**src/rtl/niosii_system_data_format_adapter_1_data_reader.sv**
```systemverilog
`default_nettype none
// ============================================================================
// Module      : niosii_system_data_format_adapter_1_data_reader
// Description : Read-side sequencer for the adapter symbol RAM. It walks the
//               RAM from a start address for a given number of symbols and
//               absorbs the RAM's two-cycle read latency. Symbols leave as an
//               Avalon-ST source with ready/valid backpressure and packet
//               delimiters.
// Revision    : 1.0 - initial release
// ============================================================================
module niosii_system_data_format_adapter_1_data_reader #(
    parameter int DATA_WIDTH    = 8,
    parameter int ADDRESS_WIDTH = 1,
    parameter int DEPTH         = 2,
    parameter int LEN_WIDTH     = 16,
    parameter int FIFO_DEPTH    = 4
) (
    input  logic                     clk,
    input  logic                     reset,
    input  logic                     start,
    input  logic [ADDRESS_WIDTH-1:0] start_address,
    input  logic [LEN_WIDTH-1:0]     length,
    output logic                     busy,
    output logic                     done,
    input  logic                     mem_waitrequest,
    output logic [ADDRESS_WIDTH-1:0] rd_address,
    input  logic [DATA_WIDTH-1:0]    rd_readdata,
    output logic [DATA_WIDTH-1:0]    out_data,
    output logic                     out_valid,
    input  logic                     out_ready,
    output logic                     out_startofpacket,
    output logic                     out_endofpacket
);

    localparam int c_ptr_w = $clog2(FIFO_DEPTH);
    localparam int c_cnt_w = c_ptr_w + 1;
    localparam logic [ADDRESS_WIDTH-1:0] c_last_addr = ADDRESS_WIDTH'(DEPTH - 1);
    localparam logic [c_cnt_w-1:0]       c_fifo_full = c_cnt_w'(FIFO_DEPTH);
    localparam logic [LEN_WIDTH-1:0]     c_len_one   = LEN_WIDTH'(1);

    typedef enum logic [1:0] {
        ST_IDLE  = 2'd0,
        ST_READ  = 2'd1,
        ST_DRAIN = 2'd2
    } state_t;

    state_t r_state;
    state_t w_state_next;

    // Command / address generation
    logic [ADDRESS_WIDTH-1:0] r_rd_address;
    logic [LEN_WIDTH-1:0]     r_remaining;
    logic                     r_first;
    logic                     w_accept;
    logic                     w_issue;
    logic                     w_last_issue;

    // Read-latency tracking pipeline (stage 1 / stage 2)
    logic r_v1;
    logic r_v2;
    logic r_sop1;
    logic r_sop2;
    logic r_eop1;
    logic r_eop2;

    // Output FIFO
    logic [DATA_WIDTH-1:0] r_fifo_data [FIFO_DEPTH];
    logic                  r_fifo_sop  [FIFO_DEPTH];
    logic                  r_fifo_eop  [FIFO_DEPTH];
    logic [c_ptr_w-1:0]    r_wr_ptr;
    logic [c_ptr_w-1:0]    r_rd_ptr;
    logic [c_cnt_w-1:0]    r_fifo_count;
    logic [c_cnt_w-1:0]    w_in_use;
    logic                  w_not_empty;
    logic                  w_push;
    logic                  w_pop;
    logic                  w_head_eop;

    logic r_done;

    // Credit: reads already issued but not yet landed count against FIFO space
    assign w_in_use     = c_cnt_w'(r_v1) + c_cnt_w'(r_v2) + r_fifo_count;
    assign w_not_empty  = (r_fifo_count != '0);
    assign w_push       = r_v2;
    assign w_pop        = w_not_empty && out_ready;
    assign w_head_eop   = w_not_empty && r_fifo_eop[r_rd_ptr];
    assign w_last_issue = (r_remaining == c_len_one);

    // State register
    always_ff @(posedge clk) begin
        if (reset) begin
            r_state <= ST_IDLE;
        end else begin
            r_state <= w_state_next;
        end
    end

    // Next-state, command acceptance and read-issue decisions
    always_comb begin
        w_state_next = r_state;
        w_accept     = 1'b0;
        w_issue      = 1'b0;
        case (r_state)
            ST_IDLE: begin
                if (start && !mem_waitrequest && (length != '0)) begin
                    w_accept     = 1'b1;
                    w_state_next = ST_READ;
                end
            end
            ST_READ: begin
                if (w_in_use < c_fifo_full) begin
                    w_issue = 1'b1;
                    if (w_last_issue) begin
                        w_state_next = ST_DRAIN;
                    end
                end
            end
            ST_DRAIN: begin
                if (w_pop && w_head_eop) begin
                    w_state_next = ST_IDLE;
                end
            end
            default: begin
                w_state_next = ST_IDLE;
            end
        endcase
    end

    // Address counter with wrap at DEPTH-1 and remaining-symbol countdown
    always_ff @(posedge clk) begin
        if (reset) begin
            r_rd_address <= '0;
            r_remaining  <= '0;
            r_first      <= 1'b0;
        end else if (w_accept) begin
            r_rd_address <= start_address;
            r_remaining  <= length;
            r_first      <= 1'b1;
        end else if (w_issue) begin
            r_rd_address <= (r_rd_address == c_last_addr) ? '0
                          : r_rd_address + ADDRESS_WIDTH'(1);
            r_remaining  <= r_remaining - c_len_one;
            r_first      <= 1'b0;
        end
    end

    // Two-stage marker of issued cycles; packet tags travel alongside
    always_ff @(posedge clk) begin
        if (reset) begin
            r_v1   <= 1'b0;
            r_v2   <= 1'b0;
            r_sop1 <= 1'b0;
            r_sop2 <= 1'b0;
            r_eop1 <= 1'b0;
            r_eop2 <= 1'b0;
        end else begin
            r_v1   <= w_issue;
            r_sop1 <= w_issue && r_first;
            r_eop1 <= w_issue && w_last_issue;
            r_v2   <= r_v1;
            r_sop2 <= r_sop1;
            r_eop2 <= r_eop1;
        end
    end

    // FIFO storage; contents are don't-care while empty since outputs are masked
    always_ff @(posedge clk) begin
        if (w_push) begin
            r_fifo_data[r_wr_ptr] <= rd_readdata;
            r_fifo_sop[r_wr_ptr]  <= r_sop2;
            r_fifo_eop[r_wr_ptr]  <= r_eop2;
        end
    end

    // FIFO pointers and occupancy; push+pop together leaves count unchanged
    always_ff @(posedge clk) begin
        if (reset) begin
            r_wr_ptr     <= '0;
            r_rd_ptr     <= '0;
            r_fifo_count <= '0;
        end else begin
            if (w_push) begin
                r_wr_ptr <= r_wr_ptr + c_ptr_w'(1);
            end
            if (w_pop) begin
                r_rd_ptr <= r_rd_ptr + c_ptr_w'(1);
            end
            case ({w_push, w_pop})
                2'b10:   r_fifo_count <= r_fifo_count + c_cnt_w'(1);
                2'b01:   r_fifo_count <= r_fifo_count - c_cnt_w'(1);
                default: r_fifo_count <= r_fifo_count;
            endcase
        end
    end

    // One-cycle completion pulse following the endofpacket transfer
    always_ff @(posedge clk) begin
        if (reset) begin
            r_done <= 1'b0;
        end else begin
            r_done <= w_pop && w_head_eop;
        end
    end

    assign busy              = (r_state != ST_IDLE);
    assign done              = r_done;
    assign rd_address        = r_rd_address;
    assign out_valid         = w_not_empty;
    assign out_data          = w_not_empty ? r_fifo_data[r_rd_ptr] : '0;
    assign out_startofpacket = w_not_empty && r_fifo_sop[r_rd_ptr];
    assign out_endofpacket   = w_head_eop;

endmodule
`default_nettype wire

```
**config.mk**
```make
export PLATFORM = sky130hd
export DESIGN_NAME = niosii_system_data_format_adapter_1_data_reader
export DESIGN_NICKNAME = d
export VERILOG_FILES = /design/src/rtl/niosii_system_data_format_adapter_1_data_reader.sv
export SDC_FILE = /design/constraint.sdc
export NUM_CORES = 1
export LEC_CHECK = 0
export CAP_MARGIN = 40
export CORE_UTILIZATION = 50
export CTS_BUF_LIST = sky130_fd_sc_hd__clkbuf_4
export DETAILED_ROUTE_END_ITERATION = 6
export GPL_ROUTABILITY_DRIVEN = 1
export PLACE_DENSITY = 0.77
export REMOVE_ABC_BUFFERS = 1
export SYNTH_ARGS = -nofsm -noshare
export SYNTH_HDL_FRONTEND = slang
export SYNTH_SLANG_ARGS = --single-unit
```
**constraint.sdc**
```tcl
create_clock -name clk -period 2.9 [get_ports clk]
set_clock_uncertainty 0.15 [all_clocks]
set_input_delay 0.58 -clock clk [delete_from_list [all_inputs] [get_ports clk]]
set_output_delay 0.58 -clock clk [all_outputs]
set_load 0.05 [all_outputs]
```
Word-level counts from Yosys, hierarchy flattened
Memories as Yosys holds them, arrays and structs flattened. A register that Yosys moved wholly into a read port is not among the register bits.
Index checks and enable logic that the tools add are counted.

word-level totals
  memories = 3
  bits in writable memories = 40
  input bits = 30
  register bits after elaboration = 34

operators by class
  order comparisons = 1
  muxes and demuxes = 26
  reductions and logical operators = 16
  add/sub/neg operators = 8
  equality and inequality tests = 9

memory list
  name         depth  bits a word  rd ports  clocked after memory_dff  wr ports  line  source
  r_fifo_data  4      8            1         1                         1         67    logic [DATA_WIDTH-1:0] r_fifo_data [FIFO_DEPTH];
  r_fifo_eop   4      1            1         1                         1         69    logic r_fifo_eop [FIFO_DEPTH];
  r_fifo_sop   4      1            1         1                         1         68    logic r_fifo_sop [FIFO_DEPTH];

operators by type and width
  cell                                                  number
  two-way mux 16 bit                                    2
  two-way mux 2 bit                                     10
  equality test 16 x 1 -> 1 bit, second input constant  1
  nonzero test 16 bit                                   1
  subtractor 16 x 1 -> 16 bit, second input constant    1
  two-way mux 1 bit                                     11
  logical AND 1 bit                                     8
  two-way mux 8 bit                                     1
  inequality test 2 bit, second input constant          4
  case mux 2 bit (3 select lines)                       1
  case mux 3 bit (2 select lines)                       1
  nonzero test 2 bit                                    3
  adder 2 x 1 -> 2 bit, second input constant           2
  equality test 2 x 1 -> 1 bit, second input constant   2
  equality test 2 bit, second input constant            2
  AND reduction 4 bit                                   1
  adder 2 x 3 -> 3 bit                                  1
  adder 3 x 1 -> 3 bit, second input constant           1
  < comparator 3 bit, second input constant             1
  nonzero test 3 bit                                    1
  subtractor 3 x 1 -> 3 bit, second input constant      1
  adder 1 x 1 -> 2 bit                                  1
  zero test 2 bit                                       1
  adder 1 bit, second input constant                    1
  zero test 1 bit                                       1

Longest topological paths before layout
Gate-level depths: netlist (run 1).

  word-level depth = 7
  gate-level depth with buffers = 9
  gate-level depth less buffers = 8

Least setup slack after synthesis (run 1)
OpenSTA, ideal clock, no wires.

  kind = reg2out
  start point = register r_fifo_count[1]
  end point = output port out_data[0]
  cell stages (with the launch flop) = 4
  arrival time = 1585 ps
  setup slack = 585 ps
  required time = 2170 ps
  buffers on the path = 1
  path through = dfxtp_1 > or3_1 > clkbuf_1 > and2_1

between the ends
  cells in the longest elaborated chain, start to end = 2

ends and longest elaborated chain
  element                 line  source
  start, declared         72    logic [c_cnt_w-1:0] r_fifo_count;
  start signal, assigned  189   2'b10: r_fifo_count <= r_fifo_count + c_cnt_w'(1);
  start signal, assigned  190   2'b01: r_fifo_count <= r_fifo_count - c_cnt_w'(1);
  start signal, assigned  191   default: r_fifo_count <= r_fifo_count;
  nonzero test 3 bit      83    assign w_not_empty = (r_fifo_count != '0);
  via out_valid           29    output logic out_valid,
  two-way mux 8 bit       209   assign out_data = w_not_empty ? r_fifo_data[r_rd_ptr] : '0;
  end, declared           28    output logic [DATA_WIDTH-1:0] out_data,

The timed path passes the listed nets, and every way through them passes these cells.

Worst setup path after layout (run 1)
  start point = register r_fifo_count[0]
  end point = output port out_valid

between the ends
  cells in the longest elaborated chain, start to end = 1

ends and longest elaborated chain
  element             line
  nonzero test 3 bit  83
  end, declared       29

No other way between the ends.

==> impl_metrics.env, run 1 <==
export IMPL_worstPathRequired_ps=2170
export IMPL_slowest_stage="clkdlybuf4s50_1"
export IMPL_final_setup_viol_count=0
export IMPL_cts_root_buf="clkbuf_4"
export IMPL_grt_pass1_wl_mm=10.48
export IMPL_ios=44
export IMPL_finalNonFillerCells=400
export IMPL_core_area_sq_um=6386
export IMPL_ys_types=57
export IMPL_p_per_area_nw_per_um2=595.5
export IMPL_seq_area_sq_um=1923
export IMPL_fin_area_sq_um=3951
export IMPL_worstMarginPinSlew_ps=697.7
export IMPL_fin_crit_sh_pct=92.23
export IMPL_final_util_pct=61.87
export IMPL_final_common_cell="edfxtp_1"
export IMPL_start_util_pct=52.00
export IMPL_syn_to_final_growth_pct=18.99
export IMPL_grt_use_total_pct=19.59
export IMPL_min_delay_worst_endpoint="r_sop2$_SDFF_PP0_"
export IMPL_synth_area_sq_um=3321
export IMPL_ys_ff_latch=76
export IMPL_cts_buffer_depth=2
export IMPL_drv_slew=0
export IMPL_drive_above_1_share_pct=18.27
export IMPL_portBuffers=43
export IMPL_path_max_fanout=4
export IMPL_worstPathCellList="or3_1, clkdlybuf4s50_1"
export IMPL_leakage_nw=1.366
export IMPL_grt_pass1_vias=2145
export IMPL_path_class="flop to primary output"
export IMPL_peakVddDrop_mv=0.3425
export IMPL_synth_edff_count=40
export IMPL_final_cell_mix="edfxtp_1, dfxtp_1, clkdlybuf4s50_1"
export IMPL_drc=0
export IMPL_cp_start_kind="flop"
export IMPL_insertedDiodeCount=0
export IMPL_max_cap_viol_count=0
export IMPL_antenna_found_initial=0
export IMPL_hpwlAfterDp_mm=4.435
export IMPL_gr_total_overflow=0
export IMPL_crit_buf_inv=1
export IMPL_place_congestion=0.8709
export IMPL_dp_cells=384
export IMPL_outcome="finished clean"
export IMPL_rr_startpoint="r_fifo_count[0]$_SDFFE_PP0P_"
export IMPL_avgRoutedWirePerCell_um=15.92
export IMPL_dieHeight_um=83.50
export IMPL_wirelength_mm=6.368
export IMPL_route_vias_total=2262
export IMPL_cts_sinks=76
export IMPL_avgSynthCellArea_sq_um=12.25
export IMPL_ff2ff_setup_slack_ps=490
export IMPL_slew_headroom_pct=53.06
export IMPL_fin_crit_ps=2675
export IMPL_layout_nets=357
export IMPL_num_fill_cells=509
export IMPL_hold_class="flop to flop"
export IMPL_drtAntennaViolNets=0
export IMPL_clk_latency_ps=420
export IMPL_grt_max_degree=33
export IMPL_cp_end_kind="primary output"
export IMPL_netlist_instances=271
export IMPL_num_rows=29
export IMPL_cts_hold_buf=0
export IMPL_cts_setup_buffers=0
export IMPL_numCtsBuffers=9
export IMPL_die_width_um=83.50
export IMPL_rsz0062_at_grt="no"
export IMPL_yosys_most_used_dff="edfxtp_1"
export IMPL_htree_num_levels=3
export IMPL_clk_pin_slew_worst_paths_ps=110
export IMPL_reg2reg_depth=6
export IMPL_cp_top_family="buffers and inverters"
export IMPL_ys_warn_count=0
export IMPL_multiInputGateArea_sq_um=1277
export IMPL_seq_area_frac_synth_pct=57.87
export IMPL_drt_iter0_markers=97
export IMPL_drt_vias_per_instance=5.655
export IMPL_async_flop_share_pct=0
export IMPL_max_stage_delay_ps=730
export IMPL_worstPathArrival_ps=1940
export IMPL_first_pass_iters=5
export IMPL_hold_depth=1
export IMPL_worstReg2RegEnd="r_remaining[10]$_SDFFE_PP0P_"
export IMPL_tns_ps=0
export IMPL_die_area_sq_um=6971
export IMPL_worstHoldStart="r_sop1$_SDFF_PP0_"
export IMPL_hold_violations=0
export IMPL_dpl_instance_area_sq_um=3787
export IMPL_fmax_mhz=373.9
export IMPL_cts_tree="done"
[stage by stage]
stage               hold slack (ps)  power, W  setup WS, ps
floorplan                     263.8  0.001488         331.1
global placement              269.9  0.001638         209.2
detailed placement            282.8  0.001647         195.1
CTS                           310.3  0.002367         11.85
global route                  325.7  0.002454         105.1
finish                        306.6  0.002353         225.3
[per-layer routing]
metal	vias up	part of all wire, %	track usage [%]
li1	1115	-	-
met1	1059	45	25.63
met2	84	49	31.52
met3	4	5.8	5.539
met4	0	0.58	6.780
met5	-	0	0
[worst register-to-register path: stages (launching register included)]
cell,delay [ps]
dfxtp_1,410
ha_1,270
a21oi_1,270
o221a_2,370
nand2_1,180
or4_2,560
a31oi_1,170
[worst max path at each step]
stage / from / to / slack [ps] / depth (start not counted)
floorplan: r_fifo_count[1]$_SDFFE_PP0P_ / r_fifo_count[2]$_SDFFE_PP0P_ / 330 / 8
detailed placement: length[9] / r_remaining[1]$_SDFFE_PP0P_ / 200 / 6
CTS: flop / out_data[2] / 10 / 4
finish: r_fifo_count[0]$_SDFFE_PP0P_ / out_valid / 230 / 2
global placement: length[8] / r_remaining[3]$_SDFFE_PP0P_ / 210 / 6
global route: flop / out_data[2] / 110 / 4
[cell type report]
| class | count | area share, % |
|---|---|---|
| Tap cell | 77 | 2.438 |
| Clock buffer | 10 | 1.900 |
| Sequential cell | 76 | 48.67 |
| Timing Repair Buffer | 50 | 11.59 |
| Inverter | 9 | 0.8550 |
| Multi-Input combinational cell | 172 | 32.33 |
| Clock inverter | 6 | 2.217 |
[cells in the mapped netlist (2+ instances only)]
| library cell | count | area [sq um] |
|---|---|---|
| nor3_1 | 6 | 30.03 |
| xor2_1 | 3 | 26.28 |
| dfxtp_1 | 36 | 720.7 |
| o311ai_0 | 3 | 26.28 |
| ha_1 | 8 | 100.1 |
| mux4_2 | 10 | 225.2 |
| nor2_1 | 26 | 97.59 |
| nor4_1 | 6 | 37.54 |
| clkbuf_1 | 4 | 15.01 |
| and2_1 | 16 | 100.1 |
| o211ai_1 | 5 | 37.54 |
| or2_2 | 2 | 12.51 |
| o21ai_0 | 4 | 20.02 |
| edfxtp_1 | 40 | 1201 |
| nand4_1 | 2 | 12.51 |
| a21oi_1 | 12 | 60.06 |
| a31oi_1 | 7 | 43.79 |
| nor2b_1 | 3 | 18.77 |
| nand2_1 | 11 | 41.29 |
| inv_1 | 9 | 33.78 |
| buf_2 | 5 | 25.02 |
| nand3_1 | 5 | 25.02 |
| xnor2_1 | 3 | 26.28 |
| or3_1 | 5 | 31.28 |
| or4_1 | 2 | 15.01 |
| a221oi_1 | 4 | 35.03 |
| or3_2 | 3 | 22.52 |
| a22oi_1 | 2 | 15.01 |
[registers in the layout, summed over array words and instances, names as in the netlist, 2 cells and up, named ones only]
signal / flops
r_wr_ptr: 2
r_fifo_eop: 4
r_remaining: 16
r_rd_ptr: 2
r_fifo_count: 3
r_fifo_data: 32
r_state: 2
r_fifo_sop: 4
[power breakdown]
group | switching [W] | leakage [nW] | total, W | internal (W)
clock | 0.000366 | 0.0907 | 0.000727 | 0.000361
sequential | 0.0000400 | 0.652 | 0.00121 | 0.00117
combinational | 0.000235 | 0.623 | 0.000419 | 0.000184
total | 0.000641 | 1.37 | 0.00235 | 0.00171
[cells by family after synthesis]
logic type | after synthesis | share of synthesized area [%]
mux | 11 | 7.084
simple gates | 100 | 16.54
fa+ha+maj | 9 | 3.617
buf+inv | 23 | 3.654
xor+xnor | 6 | 1.583
flops | 76 | 57.87
compound gates | 46 | 9.646
[timing repair]
item / in CTS / in global routing
resized for setup: 0 / 1
hold endpoints to repair: 0 / 0
endpoints found under the setup margin: 0 / 5
No activity file was read; power rests on OpenSTA's default activity.
==> run 2, diff against run 1 <==
PLACE_DENSITY = 0.81   (was 0.77)
SLEW_MARGIN = 5   (was not set)
==> run 2 against run 1 <==
Compared with the run above: clock power grew 2%; design area is essentially flat; clock-buffer cell count shrank 1; first-iteration DRC count grew 73%; routed wire length grew 1.7%; register-to-register slack gained 80 ps; worst hold slack lost 15 ps; final cell count is the same; sequential share of layout area is essentially flat; utilization is essentially flat; global-route usage grew 0.33 points; via count grew 0.71%; largest power group unchanged.
==> impl_metrics.env, run 2 (synthesis gave the netlist of run 1 again) <==
export IMPL_outcome="finished clean"
export IMPL_ff2ff_setup_slack_ps=570
export IMPL_p_per_area_nw_per_um2=598.3
export IMPL_syn_to_final_growth_pct=19.07
export IMPL_gr_total_overflow=0
export IMPL_htree_num_levels=3
export IMPL_largest_reg_flops=32
export IMPL_layout_nets=357
export IMPL_antenna_found_initial=0
export IMPL_leakage_nw=1.360
export IMPL_slowest_stage="mux4_2"
export IMPL_grt_pass1_wl_mm=10.78
export IMPL_worstMarginPinSlew_ps=664.9
export IMPL_cp_common_cell="buf_4"
export IMPL_grt_max_degree=33
export IMPL_gr_usage_met1_pct=26.29
export IMPL_gr_usage_met3_pct=4.748
export IMPL_crit_buf_inv=2
export IMPL_cts_root_buf="clkbuf_4"
export IMPL_regMostFlops="r_fifo_data"
export IMPL_cts_buffer_depth=2
export IMPL_peakVddDrop_mv=0.4016
export IMPL_avgRoutedWirePerCell_um=16.20
export IMPL_cp_end_kind="primary output"
export IMPL_route_vias_total=2278
export IMPL_hpwlAfterDp_mm=4.486
export IMPL_path_class="flop to primary output"
export IMPL_pre_cts_slack_ps=200.0
export IMPL_fin_crit_ps=2700
export IMPL_rsz0062_at_grt="no"
export IMPL_insertedDiodeCount=0
export IMPL_fin_ws_ps=200.0
export IMPL_hold_class="flop to flop"
export IMPL_fmax_mhz=370.4
export IMPL_cts_sinks=76
export IMPL_cp_top_family="multiplexers"
export IMPL_final_common_cell="edfxtp_1"
export IMPL_max_cap_viol_count=0
export IMPL_die_width_um=83.50
export IMPL_reg_top3="r_fifo_data (32), r_remaining (16)"
export IMPL_numCtsBuffers=9
export IMPL_path_max_fanout=6
export IMPL_place_congestion=0.8863
export IMPL_met2_usage_pct=32.34
export IMPL_cts_tree="done"
export IMPL_worstPathArrival_ps=1970
export IMPL_grt_pass1_vias=2248
export IMPL_slew_headroom_pct=55.26
export IMPL_drt_vias_per_instance=5.695
export IMPL_ios=44
export IMPL_drt_iter0_markers=168
export IMPL_final_setup_viol_count=0
export IMPL_die_area_sq_um=6971
export IMPL_dieHeight_um=83.50
export IMPL_hold_violations=0
export IMPL_cts_setup_buffers=0
export IMPL_clk_latency_ps=430
export IMPL_drv_slew=0
export IMPL_max_stage_delay_ps=500
export IMPL_tns_ps=0
export IMPL_first_pass_iters=5
export IMPL_portBuffers=43
export IMPL_grt_most_used_layer="met2"
export IMPL_num_rows=29
export IMPL_final_cell_mix="edfxtp_1, dfxtp_1, clkdlybuf4s50_1"
export IMPL_drtAntennaViolNets=0
export IMPL_grt_use_total_pct=19.92
export IMPL_fin_crit_sh_pct=93.10
export IMPL_cp_start_kind="flop"
export IMPL_start_util_pct=52.00
export IMPL_wirelength_mm=6.478
export IMPL_clk_pin_slew_worst_paths_ps=140
export IMPL_drc=0
export IMPL_worstPathCellList="buf_4, mux4_2, and2_1, buf_4"
export IMPL_drive_above_1_share_pct=17.96
export IMPL_worstPathRequired_ps=2170
export IMPL_core_area_sq_um=6386
## run 2: cell types whose count changed in the layout (fill, tap and decap cells not counted), sizes merged
cell / change
clkinvlp: +1
clkbuf: -1
clkinv: -1
inv: +1
## run 2: power by group
| group | switching [W] | internal, W | leakage [nW] |
|---|---|---|---|
| Combinational | 0.000237 | 0.000185 | 0.623 |
| Clock | 0.000384 | 0.000354 | 0.0846 |
| Sequential | 0.0000399 | 0.00117 | 0.652 |
## run 2: repair_timing
action	4_1_cts	5_1_grt
resized for setup	1	0
hold buffers	0	0
endpoints found under the setup margin	3	0
## run 2: final timing paths
path,cells after the start,start,end
max,4,flop,out_data[5]
min,1,r_eop1$_SDFF_PP0_,r_eop2$_SDFF_PP0_
max reg2reg,6,r_fifo_count[0]$_SDFFE_PP0P_,r_remaining[10]$_SDFFE_PP0P_
min reg2reg,1,r_eop1$_SDFF_PP0_,r_eop2$_SDFF_PP0_
## run 2: stage by stage
step                instance area, sq um  total power (W)  std cells  util (%)  hold WS [ps]
floorplan                           3233         0.001488        257         -         263.8
CTS                                 3954         0.002380        400     61.91         291.3
finish                              3954         0.002366        400     61.91         291.3
detailed placement                  3787         0.001649        384     59.31         276.7
global route                        3954         0.002466        400     61.91         277.3
global placement                    3787         0.001639        384     59.31         270.4
## run 2: area by class of cell
class	instances	area, sq um
fillers	521	2432
flip-flops and latches	76	1923
multi-input cells	172	1277
repair buffers	50	457.9
clock inverters	7	97.59
well taps	77	96.34
clock buffers	9	67.56
inverters	9	33.78
## run 2: routing by layer
layer  wire length [um]  part of all wire, %
met3                372                  5.7
met4                 88                  1.4
met1               2991                   46
met2               3025                   47
met5                  0                    0
## run 2: worst register-to-register path, cell delays in order, from the launching register on
cell	delay [ps]
dfxtp_1	400
ha_1	260
a21oi_1	230
o221a_2	340
nand2_1	180
or4_2	560
a31oi_1	170
==> run 3, diff against run 2 <==
CORE_MARGIN = 1.5   (was not set)
GPL_TIMING_DRIVEN = 1   (was not set)
==> run 3 against run 2 <==
Compared with the run above: global-route usage fell by 0.31 points; critical path type unchanged; critical path depth is the same; worst hold slack better by 5.6 ps; total power shrank 4.5%.
==> impl_metrics.env, run 3 (synthesis gave the netlist of run 1 again) <==
export IMPL_ff2ff_setup_slack_ps=380
export IMPL_avgRoutedWirePerCell_um=16.24
export IMPL_worstMarginPinSlew_ps=681.0
export IMPL_worstReg2RegEnd="r_fifo_count[2]$_SDFFE_PP0P_"
export IMPL_worstHoldStart="r_sop1$_SDFF_PP0_"
export IMPL_rsz0062_at_grt="no"
export IMPL_cts_root_buf="clkbuf_4"
export IMPL_drive_above_1_share_pct=17.70
export IMPL_core_area_sq_um=6386
export IMPL_fin_crit_sh_pct=90.44
export IMPL_path_max_fanout=10
export IMPL_route_vias_total=2334
export IMPL_final_setup_viol_count=0
export IMPL_start_util_pct=52.00
export IMPL_grt_most_used_layer="met2"
export IMPL_dieHeight_um=84.50
export IMPL_drt_vias_per_instance=5.850
export IMPL_rr_startpoint="r_fifo_count[1]$_SDFFE_PP0P_"
export IMPL_drv_slew=0
export IMPL_drc=0
export IMPL_slew_headroom_pct=54.18
export IMPL_peakVddDrop_mv=0.2958
export IMPL_gr_total_overflow=0
export IMPL_worstPathArrival_ps=1890
export IMPL_layout_nets=356
export IMPL_numCtsBuffers=9
export IMPL_reg_top3="r_fifo_data (32), r_remaining (16)"
export IMPL_num_rows=29
export IMPL_first_pass_iters=4
export IMPL_outcome="finished clean"
export IMPL_cts_sinks=76
export IMPL_path_class="flop to primary output"
export IMPL_cp_start_kind="flop"
export IMPL_drtAntennaViolNets=0
export IMPL_leakage_nw=1.359
export IMPL_worstPathRequired_ps=2170
export IMPL_largest_reg_flops=32
export IMPL_final_cell_mix="edfxtp_1, dfxtp_1, clkdlybuf4s50_1"
export IMPL_p_per_area_nw_per_um2=575.9
export IMPL_gr_usage_met1_pct=25.72
export IMPL_gr_usage_met3_pct=3.441
export IMPL_drt_iter0_markers=178
export IMPL_ios=44
export IMPL_cp_common_cell="buf_4"
export IMPL_clk_pin_slew_worst_paths_ps=120
export IMPL_grt_max_degree=33
export IMPL_die_area_sq_um=7139
export IMPL_final_common_cell="edfxtp_1"
export IMPL_fin_area_sq_um=3921
export IMPL_fmax_mhz=381.3
export IMPL_insertedDiodeCount=0
export IMPL_max_cap_viol_count=0
export IMPL_slowest_stage="mux4_2"
export IMPL_htree_num_levels=3
export IMPL_place_congestion=0.8479
export IMPL_cp_end_kind="primary output"
export IMPL_dpl_instance_area_sq_um=3780
export IMPL_cts_tree="done"
export IMPL_grt_use_total_pct=19.61
export IMPL_met2_usage_pct=32.03
export IMPL_grt_pass1_wl_mm=10.98
export IMPL_die_width_um=84.50
export IMPL_reg2reg_depth=8
export IMPL_tns_ps=0
export IMPL_cts_buffer_depth=2
export IMPL_syn_to_final_growth_pct=18.09
export IMPL_antenna_found_initial=0
export IMPL_hold_violations=0
export IMPL_wirelength_mm=6.478
export IMPL_clk_latency_ps=410
export IMPL_hold_class="flop to flop"
export IMPL_num_fill_cells=514
export IMPL_grt_pass1_vias=2306
export IMPL_fin_crit_ps=2623
export IMPL_hpwlAfterDp_mm=4.528
export IMPL_min_delay_worst_endpoint="r_sop2$_SDFF_PP0_"
export IMPL_worstPathCellList="buf_4, mux4_2, and2_1, buf_4"
export IMPL_hold_depth=1
export IMPL_portBuffers=43
export IMPL_regMostFlops="r_fifo_data"
export IMPL_max_stage_delay_ps=560
run 3: through the flow:
stage	total power [W]	utilization, %	hold slack [ps]	worst slack (ps)	instances
finish	0.002258	61.40	296.9	277.4	399
global route	0.002364	61.40	318.9	154.4	399
CTS	0.002275	61.36	304.9	31.43	399
detailed placement	0.001646	59.19	276.2	96.22	383
global placement	0.001633	59.19	269.8	210.3	383
floorplan	0.001488	-	263.8	331.1	257
run 3: how the worst max path moves through the flow:
stage / startpoint / to / slack [ps] / depth (start not counted)
final: flop / out_endofpacket / 280 / 4
after CTS: r_fifo_count[0]$_SDFFE_PP0P_ / out_valid / 30 / 2
after global routing: flop / out_endofpacket / 150 / 4
after detailed placement: length[8] / r_remaining[1]$_SDFFE_PP0P_ / 100 / 6
after global placement: length[8] / r_remaining[1]$_SDFFE_PP0P_ / 210 / 6
after floorplan: r_fifo_count[1]$_SDFFE_PP0P_ / r_fifo_count[2]$_SDFFE_PP0P_ / 330 / 8
run 3: worst max-delay path, delay by kind of cell (launching register included):
| family | cells | cell delay (ps) |
|---|---|---|
| mux | 1 | 560 |
| simple gates | 1 | 180 |
| flops | 1 | 330 |
| buf+inv | 2 | 400 |
run 3: per-layer routing:
metal | vias to the layer above | routed length, um
met2 | 93 | 3142
met3 | 9 | 357
li1 | 1105 | -
met5 | - | 0
met4 | 0 | 108
met1 | 1127 | 2870
run 3: layout make-up:
class                      instances  area, sq um  share of cell area [%]
tap                               77        96.34                   2.457
inverter                           9        33.78                  0.8615
timing repair buffer              49        452.9                   11.55
clock buffer                      10        75.07                   1.914
multi-input combinational        172         1277                   32.58
clock inverter                     6        63.81                   1.627
sequential                        76         1922                   49.01
run 3: power by group:
part | switching (W) | internal [W]
combinational | 0.000243 | 0.000181
clock | 0.000360 | 0.000272
sequential | 0.0000351 | 0.00117
total | 0.000639 | 0.00162
run 3: what timing repair did:
| action | CTS | global route |
|---|---|---|
| buffers inserted | 0 | 0 |
| hold buffers | 0 | 0 |
| resized for setup | 0 | 1 |
| endpoints found under the setup margin | 0 | 1 |
